[src/rtl/gcd_fpga_pkg.sv]
// Shared types and defaults for the GCD board front-end (operand feeder and friends).
package gcd_fpga_pkg;

    localparam int GCD_DW = 16;

    typedef enum logic [1:0] {
        IDLE = 2'd0,
        REQ  = 2'd1,
        BUSY = 2'd2
    } feeder_state_t;

    // Counter width able to hold 0 .. n-1, never narrower than one bit.
    function automatic int unsigned cnt_width(input int unsigned n);
        return (n <= 2) ? 1 : $clog2(n);
    endfunction

endpackage

[src/rtl/btn_debounce.sv]
// Push-button conditioner: synchroniser, stability counter, debounced level and
// a single-cycle pulse on each debounced rising edge.
module btn_debounce
    import gcd_fpga_pkg::*;
#(
    parameter int          SYNC_STAGES     = 2,
    parameter logic [19:0] DEBOUNCE_CYCLES = 20'd1_000_000
) (
    input  logic clk,
    input  logic reset,
    input  logic btn_raw,
    output logic stable,
    output logic press
);

    localparam int unsigned    CW       = cnt_width(int'(DEBOUNCE_CYCLES));
    localparam logic [CW-1:0] CNT_LAST = CW'(DEBOUNCE_CYCLES - 20'd1);

    logic [SYNC_STAGES-1:0] sync_q;
    logic                   btn_sync;
    logic [CW-1:0]          cnt_q, cnt_d;
    logic                   level_q, level_d;
    logic                   level_dly_q;

    assign btn_sync = sync_q[SYNC_STAGES-1];

    // NOTE: every variable gets a default before any branch so no latch is inferred.
    always_comb begin
        cnt_d   = '0;
        level_d = level_q;
        if (btn_sync != level_q) begin
            if (cnt_q == CNT_LAST) begin
                level_d = btn_sync;
            end else begin
                cnt_d = cnt_q + 1'b1;
            end
        end
    end

    // NOTE: state registers use non-blocking assignments so all flops update together.
    always_ff @(posedge clk or posedge reset) begin
        if (reset) begin
            sync_q      <= '0;
            cnt_q       <= '0;
            level_q     <= 1'b0;
            level_dly_q <= 1'b0;
        end else begin
            sync_q      <= {sync_q[SYNC_STAGES-2:0], btn_raw};
            cnt_q       <= cnt_d;
            level_q     <= level_d;
            level_dly_q <= level_q;
        end
    end

    assign stable = level_q;
    assign press  = level_q & ~level_dly_q;

endmodule

[src/rtl/gcd_operand_feeder.sv]
// Switch/button front-end driving the GCD input handshake: synchronises operands,
// captures them on a debounced press, holds the request until the result returns.
// Optional ZERO_GUARD_EN rejects presses with a zero operand and raises zero_err.
module gcd_operand_feeder
    import gcd_fpga_pkg::*;
#(
    parameter int          DW              = GCD_DW,
    parameter int          SYNC_STAGES     = 2,
    parameter logic [19:0] DEBOUNCE_CYCLES = 20'd1_000_000
) (
    input  logic          clk,
    input  logic          reset,
    input  logic [DW-1:0] sw_x,
    input  logic [DW-1:0] sw_y,
    input  logic          btn_start,
    output logic          out_valid,
    input  logic          out_ready,
    output logic [DW-1:0] out_bits_x,
    output logic [DW-1:0] out_bits_y,
    input  logic          result_valid,
    output logic          busy,
    output logic          overrun,
    output logic          zero_err
);

    feeder_state_t state_q, state_d;

    logic [DW-1:0] x_sync_q [SYNC_STAGES];
    logic [DW-1:0] y_sync_q [SYNC_STAGES];
    logic [DW-1:0] x_synced, y_synced;
    logic [DW-1:0] bits_x_q, bits_y_q;
    logic          overrun_q, overrun_d;
    logic          capture;
    logic          press;
    logic          btn_stable;
    logic          unused_stable;

    btn_debounce #(
        .SYNC_STAGES     (SYNC_STAGES),
        .DEBOUNCE_CYCLES (DEBOUNCE_CYCLES)
    ) u_btn (
        .clk     (clk),
        .reset   (reset),
        .btn_raw (btn_start),
        .stable  (btn_stable),
        .press   (press)
    );

    // The debounced level is not needed here; only its rising-edge pulse is.
    assign unused_stable = btn_stable;

    // Switches are static between presses, so plain synchronisers suffice.
    // NOTE: the synchroniser arrays are reset explicitly; they are flops, not RAM.
    always_ff @(posedge clk or posedge reset) begin
        if (reset) begin
            for (int i = 0; i < SYNC_STAGES; i++) begin
                x_sync_q[i] <= '0;
                y_sync_q[i] <= '0;
            end
        end else begin
            x_sync_q[0] <= sw_x;
            y_sync_q[0] <= sw_y;
            for (int i = 1; i < SYNC_STAGES; i++) begin
                x_sync_q[i] <= x_sync_q[i-1];
                y_sync_q[i] <= y_sync_q[i-1];
            end
        end
    end

    assign x_synced = x_sync_q[SYNC_STAGES-1];
    assign y_synced = y_sync_q[SYNC_STAGES-1];

`ifdef ZERO_GUARD_EN
    logic zero_err_q, zero_err_d;
    logic operands_ok;

    assign operands_ok = (|x_synced) && (|y_synced);
`endif

    always_comb begin
        state_d   = state_q;
        overrun_d = overrun_q;
        capture   = 1'b0;
`ifdef ZERO_GUARD_EN
        zero_err_d = zero_err_q;
`endif
        case (state_q)
            IDLE: begin
                if (press) begin
`ifdef ZERO_GUARD_EN
                    if (operands_ok) begin
                        capture    = 1'b1;
                        state_d    = REQ;
                        zero_err_d = 1'b0;
                    end else begin
                        zero_err_d = 1'b1;
                    end
`else
                    capture = 1'b1;
                    state_d = REQ;
`endif
                end
            end
            REQ: begin
                if (press) overrun_d = 1'b1;
                if (out_ready) state_d = BUSY;
            end
            BUSY: begin
                // A press coinciding with the result is dropped, not queued.
                if (press) overrun_d = 1'b1;
                if (result_valid) state_d = IDLE;
            end
            default: state_d = IDLE;
        endcase
    end

    always_ff @(posedge clk or posedge reset) begin
        if (reset) begin
            state_q   <= IDLE;
            overrun_q <= 1'b0;
            bits_x_q  <= '0;
            bits_y_q  <= '0;
        end else begin
            state_q   <= state_d;
            overrun_q <= overrun_d;
            if (capture) begin
                bits_x_q <= x_synced;
                bits_y_q <= y_synced;
            end
        end
    end

`ifdef ZERO_GUARD_EN
    always_ff @(posedge clk or posedge reset) begin
        if (reset) zero_err_q <= 1'b0;
        else       zero_err_q <= zero_err_d;
    end

    assign zero_err = zero_err_q;
`else
    assign zero_err = 1'b0;
`endif

    // Decoded straight from the state flops so reset drops them without a clock.
    assign out_valid  = (state_q == REQ);
    assign busy       = (state_q != IDLE);
    assign overrun    = overrun_q;
    assign out_bits_x = bits_x_q;
    assign out_bits_y = bits_y_q;

endmodule
[config.mk]
export PLATFORM = sky130hd
export DESIGN_NAME = gcd_operand_feeder
export DESIGN_NICKNAME = d
export VERILOG_FILES = /design/src/rtl/gcd_fpga_pkg.sv /design/src/rtl/btn_debounce.sv /design/src/rtl/gcd_operand_feeder.sv
export SDC_FILE = /design/constraint.sdc
export NUM_CORES = 1
export LEC_CHECK = 0
export CAP_MARGIN = 0
export CORE_UTILIZATION = 55
export CTS_BUF_LIST = sky130_fd_sc_hd__clkbuf_16
export DETAILED_ROUTE_END_ITERATION = 12
export PLACE_DENSITY_LB_ADDON = 0.25
export SYNTH_ARGS = -nofsm -noshare
export SYNTH_HDL_FRONTEND = slang
export SYNTH_SLANG_ARGS = --single-unit
[constraint.sdc]
create_clock -name clk -period 12 [get_ports clk]
set_input_delay 2.4 -clock clk [delete_from_list [all_inputs] [get_ports clk]]
set_output_delay 2.4 -clock clk [all_outputs]
set_load 0.01 [all_outputs]
==> impl_metrics.ini <==
[run_status]
run_status = finished clean

[place]
gp_congestion = 0.795
numPortBuffers = 71
dp.final_hpwl_mm = 4.22

[clock_tree]
clk_root_buffer_cell = sky130_fd_sc_hd__clkbuf_16
clock_tree_from_tritoncts = yes
cts_setup_buffers = 0
clkSlewWorstSetupHoldPaths_ps = 50
clock_path_buffers = 2
cts.repair.resized = 0
worstSkewPairLatency_ps = 410
cts.sink_count = 123
number_of_buffers_added_by_the_clock_tree_synthesis_step = 17
htree_levels = 4
hold_buffers = 0

[critical_path]
timing.critical_path.fanout_max = 3
worst-setup-path-type = flop to output pin
worst_ep_arrival_time_ps = 1730
setup.worst_path.end_class = output pin
cp-start-kind = flop
timing.critical_path.cells = inv_1 -> ha_1 -> clkdlybuf4s50_1
worst_path_dominant_cell_family = buffers and inverters
worst_path_slowest_cell = sky130_fd_sc_hd__clkdlybuf4s50_1
cp_num_buf_inv = 2
critPathMaxStageDelay_ps = 560
worst-endpoint-required_ps = 9600

[floorplan]
ioPinCount = 73
die_w_um = 88.5
die_h_um = 88.5
initial_utilization_pct = 56.7
core_area_um2 = 7250
die-area_um2 = 7830
std_cell_rows = 31

[sta]
max_slew.worst_pin.slew_ps = 970
final_setup_violation_count = 0
tns_ps = 0
worst_clock_skew_ps = 5.29
period_needed_ps = 4130
max-slew-margin-rel_pct = 35.3
report.final.hold_viol_count = 0
finalCritPeriodShare_pct = 34.4
maxSlewViolCount = 0
clock.fmax_ghz = 0.242
grt_setup_unrepaired = no

[grt]
antenna_found_initial = 0
grt_use_total_pct = 21.8
grt_pass1_wl_mm = 11.9
grt_start_max_net_pins = 82
global_route.overflow_total = 0
first_global_vias = 2366

[synth]
syn_avg_cell_area_um2 = 15.6
asyncSetResetFlopFracSynth_pct = 100
ys.flop_type = sky130_fd_sc_hd__dfrtp_1
synth_seq_area_share_pct = 74.8
synthMostInstantiatedCell = sky130_fd_sc_hd__dfrtp_1
yosysWarnings = 0
synth_cell_types = 32
synth_largest_area_cell = sky130_fd_sc_hd__dfrtp_1
synthesis.instances = 264
synth_enable_flop_cells = 0
post-synth-top-area-fraction_pct = 74.8
synth_top_cells_by_count = sky130_fd_sc_hd__dfrtp_1 (123), sky130_fd_sc_hd__mux2_2 (35), sky130_fd_sc_hd__nor2_1 (17)
syn-num-nets = 306
post_synth_main_area_contributors = sky130_fd_sc_hd__dfrtp_1 (75%), sky130_fd_sc_hd__mux2_2 (9.6%), sky130_fd_sc_hd__xnor2_1 (1.7%), sky130_fd_sc_hd__nor2_1 (1.6%), sky130_fd_sc_hd__ha_1 (1.5%)
ys_seq_elements = 123
syn-cell-area_um2 = 4110

[power_and_ir_drop]
power.total_mw = 0.964
p_leak_nw = 2.52
worst_ir_drop_on_vdd_v = 0.000124
powerDensity_nw_per_um2 = 174

[layout]
share_of_post_route_cells_with_drive_strength_above_1_pct = 20.1
num_antenna_cells = 0
area_growth_pct = 34.8
nNetsFinal = 392

[routing]
post_drt_wl_per_cell_um = 16.4
wirelength_mm = 7.56
vias = 2338
detail_route.iter0.violations = 147
route.antenna.remaining_nets = 0
post-route-drc-count = 0
detailedRoute.firstPassIterationCount = 5
detail_route.vias_per_cell = 5.06

[flow_run]
maxCapViolCount = 0

[hold_path]
hold_path.class = flop to flop
logic make-up after synthesis:
logic type / after synthesis / synth area share, %
DFF: 123 / 74.8
and+or+nand+nor: 57 / 7.33
muxes: 35 / 9.58
buffers and inverters: 17 / 1.70
xor gates and xnor gates: 15 / 3.19
AOI/OAI and AO/OA: 11 / 1.76
adders and majority gates: 5 / 1.52
other: 1 / 0.0912
layout by cell type, fill, tap and decap left out, drive strengths merged, types with 3 or more instances in the layout:
cell	instances
buf	3
clkinvlp	4
mux2	35
a21oi	4
inv	13
nand3	9
o31ai	3
clkinv	5
bufinv	3
nor4	6
nand2	8
clkdlybuf4s50	71
nand4	4
clkbuf	17
ha	5
dfrtp	123
xor2	7
nor2	17
or4	3
xnor2	8
per-layer routing:
layer / GRT usage (%) / up-vias / wire, um
li1: - / 1070 / -
met1: 27.9 / 1177 / 3300
met2: 33.4 / 78 / 3800
met3: 8.12 / 13 / 342
met4: 9.68 / 0 / 118
met5: 0 / - / 0
where the power goes:
part           total, mW  internal [mW]  leakage, nW  switching, mW
clock network      0.509          0.326        0.287          0.184
logic             0.0232         0.0117        0.674         0.0116
registers          0.431          0.427         1.56        0.00419
path summary, 6_finish.rpt:
path | end | from | cells past startpoint | slack, ps
setup / recovery | out_valid | state_q[1] | 3 | 7870
min in group asynchronous | u_btn.cnt_q[8] | reset | 2 | 2380
hold / removal | y_synced[14] | y_sync_q[30] | 0 | 350
setup reg to reg | u_btn.cnt_q[19] | u_btn.cnt_q[7] | 4 | 9950
max in group asynchronous | out_bits_y[0] | reset | 3 | 8270
hold reg to reg | y_synced[14] | y_sync_q[30] | 0 | 350
flip-flops by register name, summed over array words and instances, names as in the netlist:
signal,cells
u_btn.cnt_q,20
u_btn.sync_q,2
x_synced,16
out_bits_y,16
out_bits_x,16
state_q,2
overrun,1
y_synced,16
u_btn.stable,1
y_sync_q,16
x_sync_q,16
u_btn.level_dly_q,1
final cells by class:
class	instances	area (um2)
multi-input cells	124	971
well taps	99	124
repair buffers	74	733
inverters	10	41.3
flip-flops and latches	123	3080
fillers	410	1710
clock buffers	17	425
clock inverters	15	173
metrics by stage:
stage               std cells  worst slack (ps)  hold WS (ps)  area [um2]  utilization, %
floorplan                 264              6330           331        4110               -
detailed placement        430              7750           335        4950            68.2
CTS                       462              7870           346        5550            76.5
global placement          430              7790           331        4950            68.2
finish                    462              7870           346        5550            76.5
global route              462              7810           353        5550            76.5
worst reg2reg max path, stage by stage, from the launching register on:
cell	delay (ps)
sky130_fd_sc_hd__dfrtp_1	450
sky130_fd_sc_hd__nand3_2	180
sky130_fd_sc_hd__or4_1	640
sky130_fd_sc_hd__or4_1	510
sky130_fd_sc_hd__a21oi_1	190
(Power assumes the default switching activity.)
